**src/rtl/adder_sched_pkg.sv**
```systemverilog
// Shared types and helpers for the adder request scheduler.
package adder_sched_pkg;

  typedef enum logic {
    IDLE = 1'b0,
    WAIT = 1'b1
  } state_e;

  // Requester index width; never narrower than one bit.
  function automatic int idw_f(input int n);
    return (n <= 2) ? 1 : $clog2(n);
  endfunction

endpackage

```
**src/rtl/adder_req_scheduler_rr_arbiter.sv**
```systemverilog
// Combinational round-robin arbiter: highest priority at ptr, wrapping N-1 -> 0.
module rr_arbiter
  import adder_sched_pkg::*;
#(
  parameter int N = 4,
  localparam int IDW = idw_f(N)
) (
  input  logic [N-1:0]   req,
  input  logic [IDW-1:0] ptr,
  output logic [N-1:0]   winner,
  output logic [IDW-1:0] idx,
  output logic           any
);

  logic [IDW:0] cand;

  // Walk from the farthest slot back to ptr so the closest requester wins last.
  always_comb begin
    idx  = '0;
    cand = '0;
    any  = |req;
    for (int k = N - 1; k >= 0; k--) begin
      cand = {1'b0, ptr} + (IDW + 1)'(k);
      if (cand >= (IDW + 1)'(N)) begin
        cand = cand - (IDW + 1)'(N);
      end
      if (req[cand[IDW-1:0]]) begin
        idx = cand[IDW-1:0];
      end
    end
    winner = {{(N - 1){1'b0}}, any} << idx;
  end

endmodule

```
**src/rtl/adder_req_scheduler.sv**
```systemverilog
// Shares one registered adder between N requesters with round-robin grants,
// tagged responses and a watchdog for a silent or spurious adder.
module adder_req_scheduler
  import adder_sched_pkg::*;
#(
  parameter int W       = 20,
  parameter int N       = 4,
  parameter int TIMEOUT = 4,
  localparam int IDW    = idw_f(N)
) (
  input  logic           clk,
  input  logic           rst_n,
  input  logic [N-1:0]   req,
  input  logic [N*W-1:0] req_a,
  input  logic [N*W-1:0] req_b,
  output logic [N-1:0]   gnt,
  output logic           rsp_valid,
  output logic [IDW-1:0] rsp_id,
  output logic [W-1:0]   rsp_y,
  output logic           add_start,
  output logic [W-1:0]   add_a,
  output logic [W-1:0]   add_b,
  input  logic [W-1:0]   add_y,
  input  logic           add_valid,
  output logic           err
);

  localparam int CW = $clog2(TIMEOUT + 1);

  state_e         state_reg, state_next;
  logic [IDW-1:0] ptr_reg, ptr_next;
  logic [IDW-1:0] cur_id_reg, cur_id_next;
  logic [CW-1:0]  cnt_reg, cnt_next;
  logic [N-1:0]   gnt_next;
  logic           add_start_next, rsp_valid_next, err_next;
  logic [W-1:0]   add_a_next, add_b_next, rsp_y_next;
  logic [IDW-1:0] rsp_id_next;

  logic [W-1:0]   a_arr [N];
  logic [W-1:0]   b_arr [N];
  logic [N-1:0]   arb_winner;
  logic [IDW-1:0] arb_idx;
  logic           arb_any;

  genvar gi;
  generate
    for (gi = 0; gi < N; gi++) begin : g_unpack
      assign a_arr[gi] = req_a[gi*W +: W];
      assign b_arr[gi] = req_b[gi*W +: W];
    end
  endgenerate

  rr_arbiter #(.N(N)) u_arb (
    .req    (req),
    .ptr    (ptr_reg),
    .winner (arb_winner),
    .idx    (arb_idx),
    .any    (arb_any)
  );

  always_comb begin
    state_next     = state_reg;
    ptr_next       = ptr_reg;
    cur_id_next    = cur_id_reg;
    cnt_next       = cnt_reg;
    gnt_next       = '0;
    add_start_next = 1'b0;
    add_a_next     = add_a;
    add_b_next     = add_b;
    rsp_valid_next = 1'b0;
    rsp_id_next    = rsp_id;
    rsp_y_next     = rsp_y;
    err_next       = err;
    case (state_reg)
      IDLE: begin
        // A result with no operation outstanding means the adder misbehaved.
        if (add_valid) begin
          err_next = 1'b1;
        end
        if (arb_any) begin
          gnt_next       = arb_winner;
          add_start_next = 1'b1;
          add_a_next     = a_arr[arb_idx];
          add_b_next     = b_arr[arb_idx];
          cur_id_next    = arb_idx;
          ptr_next       = (arb_idx == IDW'(N - 1)) ? '0 : arb_idx + IDW'(1);
          cnt_next       = '0;
          state_next     = WAIT;
        end
      end
      WAIT: begin
        // A late valid on the watchdog's final cycle still counts as a result.
        if (add_valid) begin
          rsp_valid_next = 1'b1;
          rsp_y_next     = add_y;
          rsp_id_next    = cur_id_reg;
          state_next     = IDLE;
        end else if (cnt_reg == CW'(TIMEOUT - 1)) begin
          err_next   = 1'b1;
          state_next = IDLE;
        end else begin
          cnt_next = cnt_reg + CW'(1);
        end
      end
      default: state_next = IDLE;
    endcase
  end

  always_ff @(posedge clk or negedge rst_n) begin
    if (!rst_n) begin
      state_reg  <= IDLE;
      ptr_reg    <= '0;
      cur_id_reg <= '0;
      cnt_reg    <= '0;
      gnt        <= '0;
      add_start  <= 1'b0;
      add_a      <= '0;
      add_b      <= '0;
      rsp_valid  <= 1'b0;
      rsp_id     <= '0;
      rsp_y      <= '0;
      err        <= 1'b0;
    end else begin
      state_reg  <= state_next;
      ptr_reg    <= ptr_next;
      cur_id_reg <= cur_id_next;
      cnt_reg    <= cnt_next;
      gnt        <= gnt_next;
      add_start  <= add_start_next;
      add_a      <= add_a_next;
      add_b      <= add_b_next;
      rsp_valid  <= rsp_valid_next;
      rsp_id     <= rsp_id_next;
      rsp_y      <= rsp_y_next;
      err        <= err_next;
    end
  end

endmodule

```
**config.mk**
```make
export PLATFORM = sky130hd
export DESIGN_NAME = adder_req_scheduler
export DESIGN_NICKNAME = d
export VERILOG_FILES = /design/src/rtl/adder_sched_pkg.sv /design/src/rtl/adder_req_scheduler_rr_arbiter.sv /design/src/rtl/adder_req_scheduler.sv
export SDC_FILE = /design/constraint.sdc
export NUM_CORES = 1
export LEC_CHECK = 0
export CAP_MARGIN = 10
export CORE_AREA = 10 10 118 120
export DETAILED_ROUTE_END_ITERATION = 10
export DIE_AREA = 0 0 128 130
export GPL_ROUTABILITY_DRIVEN = 0
export PLACE_DENSITY = 0.81
export SETUP_SLACK_MARGIN = 0.02
export SLEW_MARGIN = 30
export SYNTH_ARGS = -nofsm -noshare
export SYNTH_HDL_FRONTEND = slang
export SYNTH_SLANG_ARGS = --single-unit
```
**constraint.sdc**
```tcl
create_clock -name clk -period 2.35 [get_ports clk]
set_clock_uncertainty 0.2 [all_clocks]
set_input_delay 0.47 -clock clk [delete_from_list [all_inputs] [get_ports clk]]
set_output_delay 0.47 -clock clk [all_outputs]
set_load 0.01 [all_outputs]
```
* Yosys cells after proc, flatten, opt, wreduce, memory -nomap -nowiden
Cells that the tools add are included.
** Operators by class
- Add/sub/neg operators :: 9
- Order comparisons :: 9
- Equality and inequality tests :: 7
- Shifts and indexed selects :: 1
- Mux-type cells :: 40
- Bitwise logic cells :: 2
- Reductions and logical operators :: 5
** Operators with widths (number)
- binary-select mux 20 bit (select 2 bit) :: 2
- 2-to-1 mux 20 bit :: 4
- 2-to-1 mux 2 bit :: 9
- 2-to-1 mux 1 bit :: 13
- greater-or-equal comparator 3 bit, second input constant :: 4
- < comparator 2 x 3 -> 1 bit, second input constant :: 4
- 2-to-1 mux 3 bit :: 3
- binary-select mux 1 bit (select 2 bit) :: 4
- 2-to-1 mux 4 bit :: 2
- != test 2 bit, second input constant :: 4
- subtractor 2 x 1 -> 2 bit, second input constant :: 4
- adder 2 x 2 -> 3 bit, second input constant :: 2
- one-hot mux 3 bit (2 select lines) :: 1
- AND reduction 3 bit :: 2
- one-hot mux 1 bit (2 select lines) :: 2
- AND reduction 2 bit :: 2
- OR reduction 4 bit :: 1
- << shifter 1 x 2 -> 4 bit :: 1
- adder 2 x 1 -> 3 bit, second input constant :: 1
- adder 3 x 1 -> 3 bit, second input constant :: 1
- equality test 3 x 2 -> 1 bit, second input constant :: 1
- greater-or-equal comparator 2 x 3 -> 1 bit, second input constant :: 1
- NOT 2 -> 3 bit :: 1
- adder 2 x 1 -> 2 bit, second input constant :: 1
- 3 further kinds :: 3
** Storage, ports and cells
- Flip-flop bits (word level) :: 77
- Bits of input ports :: 187
- Word-level logic and storage cells :: 85

* Longest topological paths before layout
Gate-level depths: netlist (run 1).
- Depth after elaboration :: 13
- Gate-level depth with buffers :: 9

* By module
A second synthesis (run 1) with hierarchy kept.
** Unflattened totals
- Cells, all modules :: 353
- Area total of the unflattened synthesis :: 4038.9 um2
** Modules (own cells, without submodules)
- adder_req_scheduler :: times used 1, cells an instance 323, area each 3854.9 um2, sequential area each 1926.8 um2
- rr_arbiter :: times used 1, cells an instance 30, area each 183.9 um2, sequential area each 0.0 um2

* Worst setup path after synthesis (run 1)
Ideal clock, no wire load.
- Path type :: input to register
- Start :: input req[2]
- End :: register ptr_reg[1]
- Library setup time :: 0.117 ns
- Data arrival time :: 1.641 ns
- Required time :: 2.033 ns
- Slack :: 0.392 ns
- Stages :: 9
- Buffers on the path :: 2
- Cells stage by stage :: nor2b_4 nand4b_2 and2_4 buf_12 inv_12 buf_8 ha_1 nand2_1 nand2_1
** Between the ends
- Longest elaborated chain between the ends :: 8
** Ends and longest elaborated chain
- from (decl) :: RTL line adder_req_scheduler.sv:13 : input logic [N-1:0] req,
- binary-select mux 1 bit (select 2 bit) :: RTL line adder_req_scheduler_rr_arbiter.sv:27 : if (req[cand[IDW-1:0]]) begin
- 2-to-1 mux 1 bit (implied by the code) :: RTL line adder_req_scheduler_rr_arbiter.sv:27
- 2-to-1 mux 2 bit (3 in series) :: RTL line adder_req_scheduler_rr_arbiter.sv:27
- 2-to-1 mux 2 bit (*) :: RTL line adder_req_scheduler_rr_arbiter.sv:27
- named net arb_idx[0] :: RTL line adder_req_scheduler.sv:42 : logic [IDW-1:0] arb_idx;
- adder 2 x 1 -> 2 bit / equality test 2 bit (equally long branches) :: RTL line adder_req_scheduler.sv:86 : ptr_next = (arb_idx == IDW'(N - 1)) ? '0 : arb_idx + IDW'(1);
- 2-to-1 mux 2 bit (*) :: RTL line adder_req_scheduler.sv:86
- to (signal assigned) :: RTL line adder_req_scheduler.sv:125 : ptr_reg <= ptr_next;
- to (decl) :: RTL line adder_req_scheduler.sv:31 : logic [IDW-1:0] ptr_reg, ptr_next;
Mark *: on every way through the listed nets, which the timed path passes. The rest lies on a longest branch. The select of a mux whose other input is x is not followed.
A chain may end at the register's enable or synchronous reset.

* Final worst setup path (run 1)
- Start :: input req[2]
- End :: register ptr_reg[1]
** Between the ends
- Longest elaborated chain between the ends :: 8
** Ends and longest elaborated chain (RTL line)
- binary-select mux 1 bit (select 2 bit) :: adder_req_scheduler_rr_arbiter.sv:27
- 2-to-1 mux 1 bit (implied by the code) :: adder_req_scheduler_rr_arbiter.sv:27
- 2-to-1 mux 2 bit (4 in series) :: adder_req_scheduler_rr_arbiter.sv:27
- adder 2 x 1 -> 2 bit / equality test 2 bit (equally long branches) :: adder_req_scheduler.sv:86
- 2-to-1 mux 2 bit :: adder_req_scheduler.sv:86
Several ways; a longest one is shown, not always the timed one. The select of a mux whose other input is x is not followed.

==> results of run 1 <==
## kinds of logic (layout without fill, tap and decap cells)
family          after synthesis  count (layout)  share of synthesized area (%)
mux                          62              62                          14.90
simple gates                 76              76                          10.47
fa+ha+maj                     3               3                         0.8632
compound gates              128             128                          22.61
flops                        77              77                          44.30
buf+inv                      44             301                          6.847
## layout by cell type (no fill, tap or decap), drive strengths merged
master and instances:
nand3b 1, clkinvlp 1, dfrtp 77, and2 1
nor2b 1, dlygate4sd3 1, nor2 4, inv 10
a311oi 1, clkdlybuf4s50 254, a211oi 40, nand4b 2
clkbuf 9, and3 41, clkinv 3, a21oi 2
nand3 3, o22ai 40, nand2b 3, mux2 22
or2 1, o21ai 44, nor3 2, nand2 16
buf 23, mux2i 40, or3 1, o31ai 1
ha 3
## cell usage after synthesis
cell / instances
sky130_fd_sc_hd__o31ai_1: 1
sky130_fd_sc_hd__nor3_2: 1
sky130_fd_sc_hd__nand3b_1: 1
sky130_fd_sc_hd__clkbuf_1: 18
sky130_fd_sc_hd__o21ai_1: 5
sky130_fd_sc_hd__buf_8: 1
sky130_fd_sc_hd__inv_1: 5
sky130_fd_sc_hd__buf_2: 5
sky130_fd_sc_hd__buf_6: 3
sky130_fd_sc_hd__buf_12: 4
sky130_fd_sc_hd__or2_4: 1
sky130_fd_sc_hd__nor3_1: 1
sky130_fd_sc_hd__dfrtp_1: 77
sky130_fd_sc_hd__nand2_1: 16
sky130_fd_sc_hd__a311oi_2: 1
sky130_fd_sc_hd__or3_1: 1
sky130_fd_sc_hd__nand4b_2: 2
sky130_fd_sc_hd__mux2i_1: 40
sky130_fd_sc_hd__nor2_1: 4
sky130_fd_sc_hd__and2_4: 1
sky130_fd_sc_hd__a21oi_1: 2
sky130_fd_sc_hd__nand2b_1: 3
sky130_fd_sc_hd__inv_12: 1
sky130_fd_sc_hd__and3_1: 41
sky130_fd_sc_hd__ha_1: 3
sky130_fd_sc_hd__o22ai_1: 40
sky130_fd_sc_hd__a211oi_2: 36
sky130_fd_sc_hd__mux2_2: 22
sky130_fd_sc_hd__nor2b_4: 1
sky130_fd_sc_hd__nand3_1: 3
sky130_fd_sc_hd__a211oi_1: 4
sky130_fd_sc_hd__o21ai_0: 39
sky130_fd_sc_hd__buf_1: 2
sky130_fd_sc_hd__buf_4: 4
sky130_fd_sc_hd__inv_2: 1
## worst max-delay path, cell delays in order
cell,delay [ns]
sky130_fd_sc_hd__clkdlybuf4s50_1,0.45
sky130_fd_sc_hd__nor2b_4,0.15
sky130_fd_sc_hd__nand4b_2,0.22
sky130_fd_sc_hd__and2_4,0.24
sky130_fd_sc_hd__inv_12,0.24
sky130_fd_sc_hd__ha_1,0.29
sky130_fd_sc_hd__nand2_1,0.06
sky130_fd_sc_hd__nand2_1,0.05
## final cells by class
class	instances	area, um2	area share (%)
repair buffers	278	2813	38.10
multi-input cells	269	2138	28.97
flip-flops and latches	77	1927	26.10
clock buffers	9	225.2	3.051
well taps	147	183.9	2.492
clock inverters	7	56.30	0.7627
inverters	7	38.79	0.5254
## how the worst min path moves through the flow
| stage | cells past startpoint | startpoint | end | slack (ns) |
|---|---|---|---|---|
| finish | 2 | err$_DFFE_PN0P_ | err$_DFFE_PN0P_ | 0.28 |
| CTS | 2 | err$_DFFE_PN0P_ | err$_DFFE_PN0P_ | 0.29 |
| floorplan | 0 | rst_n | add_a[0]$_DFFE_PN0P_ | -0.03 |
| global placement | 2 | err$_DFFE_PN0P_ | err$_DFFE_PN0P_ | 0.26 |
| global route | 2 | err$_DFFE_PN0P_ | err$_DFFE_PN0P_ | 0.31 |
| detailed placement | 2 | err$_DFFE_PN0P_ | err$_DFFE_PN0P_ | 0.27 |
## power groups by stage
| stage | clock (mW) | sequential [mW] | combinational, mW |
|---|---|---|---|
| after floorplan | 0 | 2.59 | 2.60 |
| after global placement | 0 | 2.32 | 4.96 |
| after detailed placement | 0 | 2.34 | 5.08 |
| after CTS | 1.36 | 2.33 | 5.09 |
| after global routing | 1.41 | 2.41 | 5.43 |
| final | 1.31 | 2.33 | 5.03 |
## metrics by stage
stage / cell area [um2] / setup slack, ns / TNS [ns] / total power [mW]
2_1_floorplan: 4349 / 0.3917 / 0 / 5.193
3_3_place_gp: 7091 / -0.1200 / -1.157 / 7.274
3_5_place_dp: 7091 / -0.1677 / -4.642 / 7.420
4_1_cts: 7382 / 0.1964 / 0 / 8.776
5_1_grt: 7382 / 0.07156 / 0 / 9.255
6_report: 7382 / 0.1819 / 0 / 8.667
## routing by layer
metal	vias up	wire length [um]	global-route usage, %
met1	2040	6015	20.32
li1	1977	-	-
met2	192	8581	35.09
met5	-	0	0
met3	22	1484	5.720
met4	0	325	6.556
==> results.txt, run 1 <==
The run gives 0.2792 ns as the worst hold slack. After clock tree synthesis, the clock-pin slew on the worst setup and hold paths is 0.06 ns. The total I/O pin count is 256. The H-tree generated during clock tree synthesis spans 3 levels. The number of hold buffers added after cts is 1. Measured in cells, the most critical reg-to-reg path has a length of 7. The post-route antenna net violation count is 0. The clock root buffer master was sky130_fd_sc_hd__clkbuf_16. The wire length per cell was 20.66 um; the worst-case clock buffer depth was 2. The number of synthesis warnings was 0. The static leakage was 3.111 nW; the final count of negative-setup-slack endpoints was 0. Net switching is 38.29% of the power. Setup repair after global routing left no endpoint under its margin. The tools report the worst endpoint data arrival time as 2.19 ns. After detailed routing, the number of vias per cell comes to 5.329.

The number of global-route vias before repair was 4597; the quantity of I/O buffers inserted on ports was 255. For this run the aggregate overflow at the end of global routing stands at 0. The run gives 37.14% as the starting density of the core. Counting tap cells, the placed design contains a total of 777 instances. Summing the sequential cell areas from Yosys gives 44.30% of the chip area. The run gives 19.10% as the total routing usage reported by global routing. Startpoint of the most critical register-to-register path: ptr_reg[0]$_DFFE_PN0P_.

At the end of the flow, the number of nets in the layout was 832. Per report_power, the combinational group accounts for 58.0% of the total. Compared with the post-synthesis result, the final layout area differs by 69.74%. The tightest min-delay check is of the flip-flop to flip-flop type. After clock tree synthesis, the repair step resized 0 gates. The utilization after layout came out at 63.03%. The most critical setup path has its endpoint at ptr_reg[1]$_DFFE_PN0P_.

The final layout contains routed wiring with a total length of 16410 um. In the final layout, the registers with the most flip-flops are add_a: 20 flops, add_b: 20 flops, rsp_y: 20 flops. For the detailed-route DRC error count, the log shows 0. The endpoint class of the critical path is a flip-flop. The placeable core region was 0.01171 mm2; the share of power burned in registers was 26.9%. Area fraction of the dominant cell type after synthesis: 44.30%. Entering global routing, the biggest net connects 46 pins. The number of antenna diodes in the final layout is 0. The tools report the hold violation total from the final report as 0. The flow ran to the end, and the final reports show no timing, DRC or antenna violations. After layout, the minimum clock period comes to 2.168 ns.

The flip-flop and latch count after synthesis was 77. The final HPWL from detailed placement is 12870 um. TritonCTS built the clock tree. Of the total power, the clock network draws 15.1%. In the synthesized netlist, the number of instances is 390. For the data required time of the critical path, the log shows 2.37 ns. Clock latency on the worst-skew pair, taken at its later pin, is 0.33 ns. The timing-limited maximum frequency is 0.4612 GHz. For this run, the number of standard cells in the final layout without fillers is 794. The tools report the die footprint as 0.01664 mm2.

The first global-routing pass estimated 25300 um of wire. The initialized floorplan defines 40 standard-cell rows. The worst-margin pin slew is 0.5523 ns. The die is 128 um wide.

The number of antenna violations at the first check in global routing came out at 0. The critical path starts at req[2]. The power per standard cell area was 1174 mW/mm2.

The internal power came out at 5.348 mW. The number of max-slew violations in the final report was 0. The run gives 265 as the count of routing violations after the opening detailed-route iteration. The run gives 580 as the synthesized netlist net count.

For the total clock buffers created by CTS, the log shows 9. The startpoint type of the worst setup path was an input port. sky130_fd_sc_hd__dfrtp_1 takes more of the synthesized area than any other cell. For the total via count in the routed design, the log shows 4231. In this run the cell area of the synthesized design comes to 0.004349 mm2. For this design the total switching power over the nets is 3.319 mW. Yosys mapped the design onto 35 distinct sky130hd cell types. The worst-case IR drop observed on VDD is 0.6956 mV.

Ranked by total cell area, the synthesized netlist is headed by sky130_fd_sc_hd__dfrtp_1, sky130_fd_sc_hd__a211oi_2, sky130_fd_sc_hd__mux2i_1. The run gives 0.45 ns as the reg2reg setup slack. The headroom to the max-slew limit is 63.18%. The number of maximum-capacitance violations came out at 0.

Portion of the clock cycle consumed by the worst path in the final layout: 92.26%. After filler insertion, the fill cell instance count of the layout stands at 958. Floorplan die height: 130 um. The tree built by TritonCTS fans out to 77 sinks.

The top fanout value on the critical path works out to 44. The logs give 4 for the detailed-router iteration count before antenna repair and 0 for the number of setup buffers added after CTS. The worst register-to-register path ends at ptr_reg[1]$_DFFE_PN0P_. The average instance in the mapped netlist occupies 11.15 um2. The type of the setup path with the least slack is input port to flip-flop. Cells with a size suffix above 1 make up 16.69% of the layout.
Power figures use the tool's default switching activity.
==> run 2: changes to the inputs <==
GPL_TIMING_DRIVEN = 1   (was default)
==> results of run 2 <==
The final DEF is identical to that of run 1; final timing and power are the same.
==> run 3: changes to the inputs <==
CTS_CLUSTER_SIZE = 14   (was default)
==> results of run 3 <==
The final DEF is identical to that of run 1; final timing and power are the same.
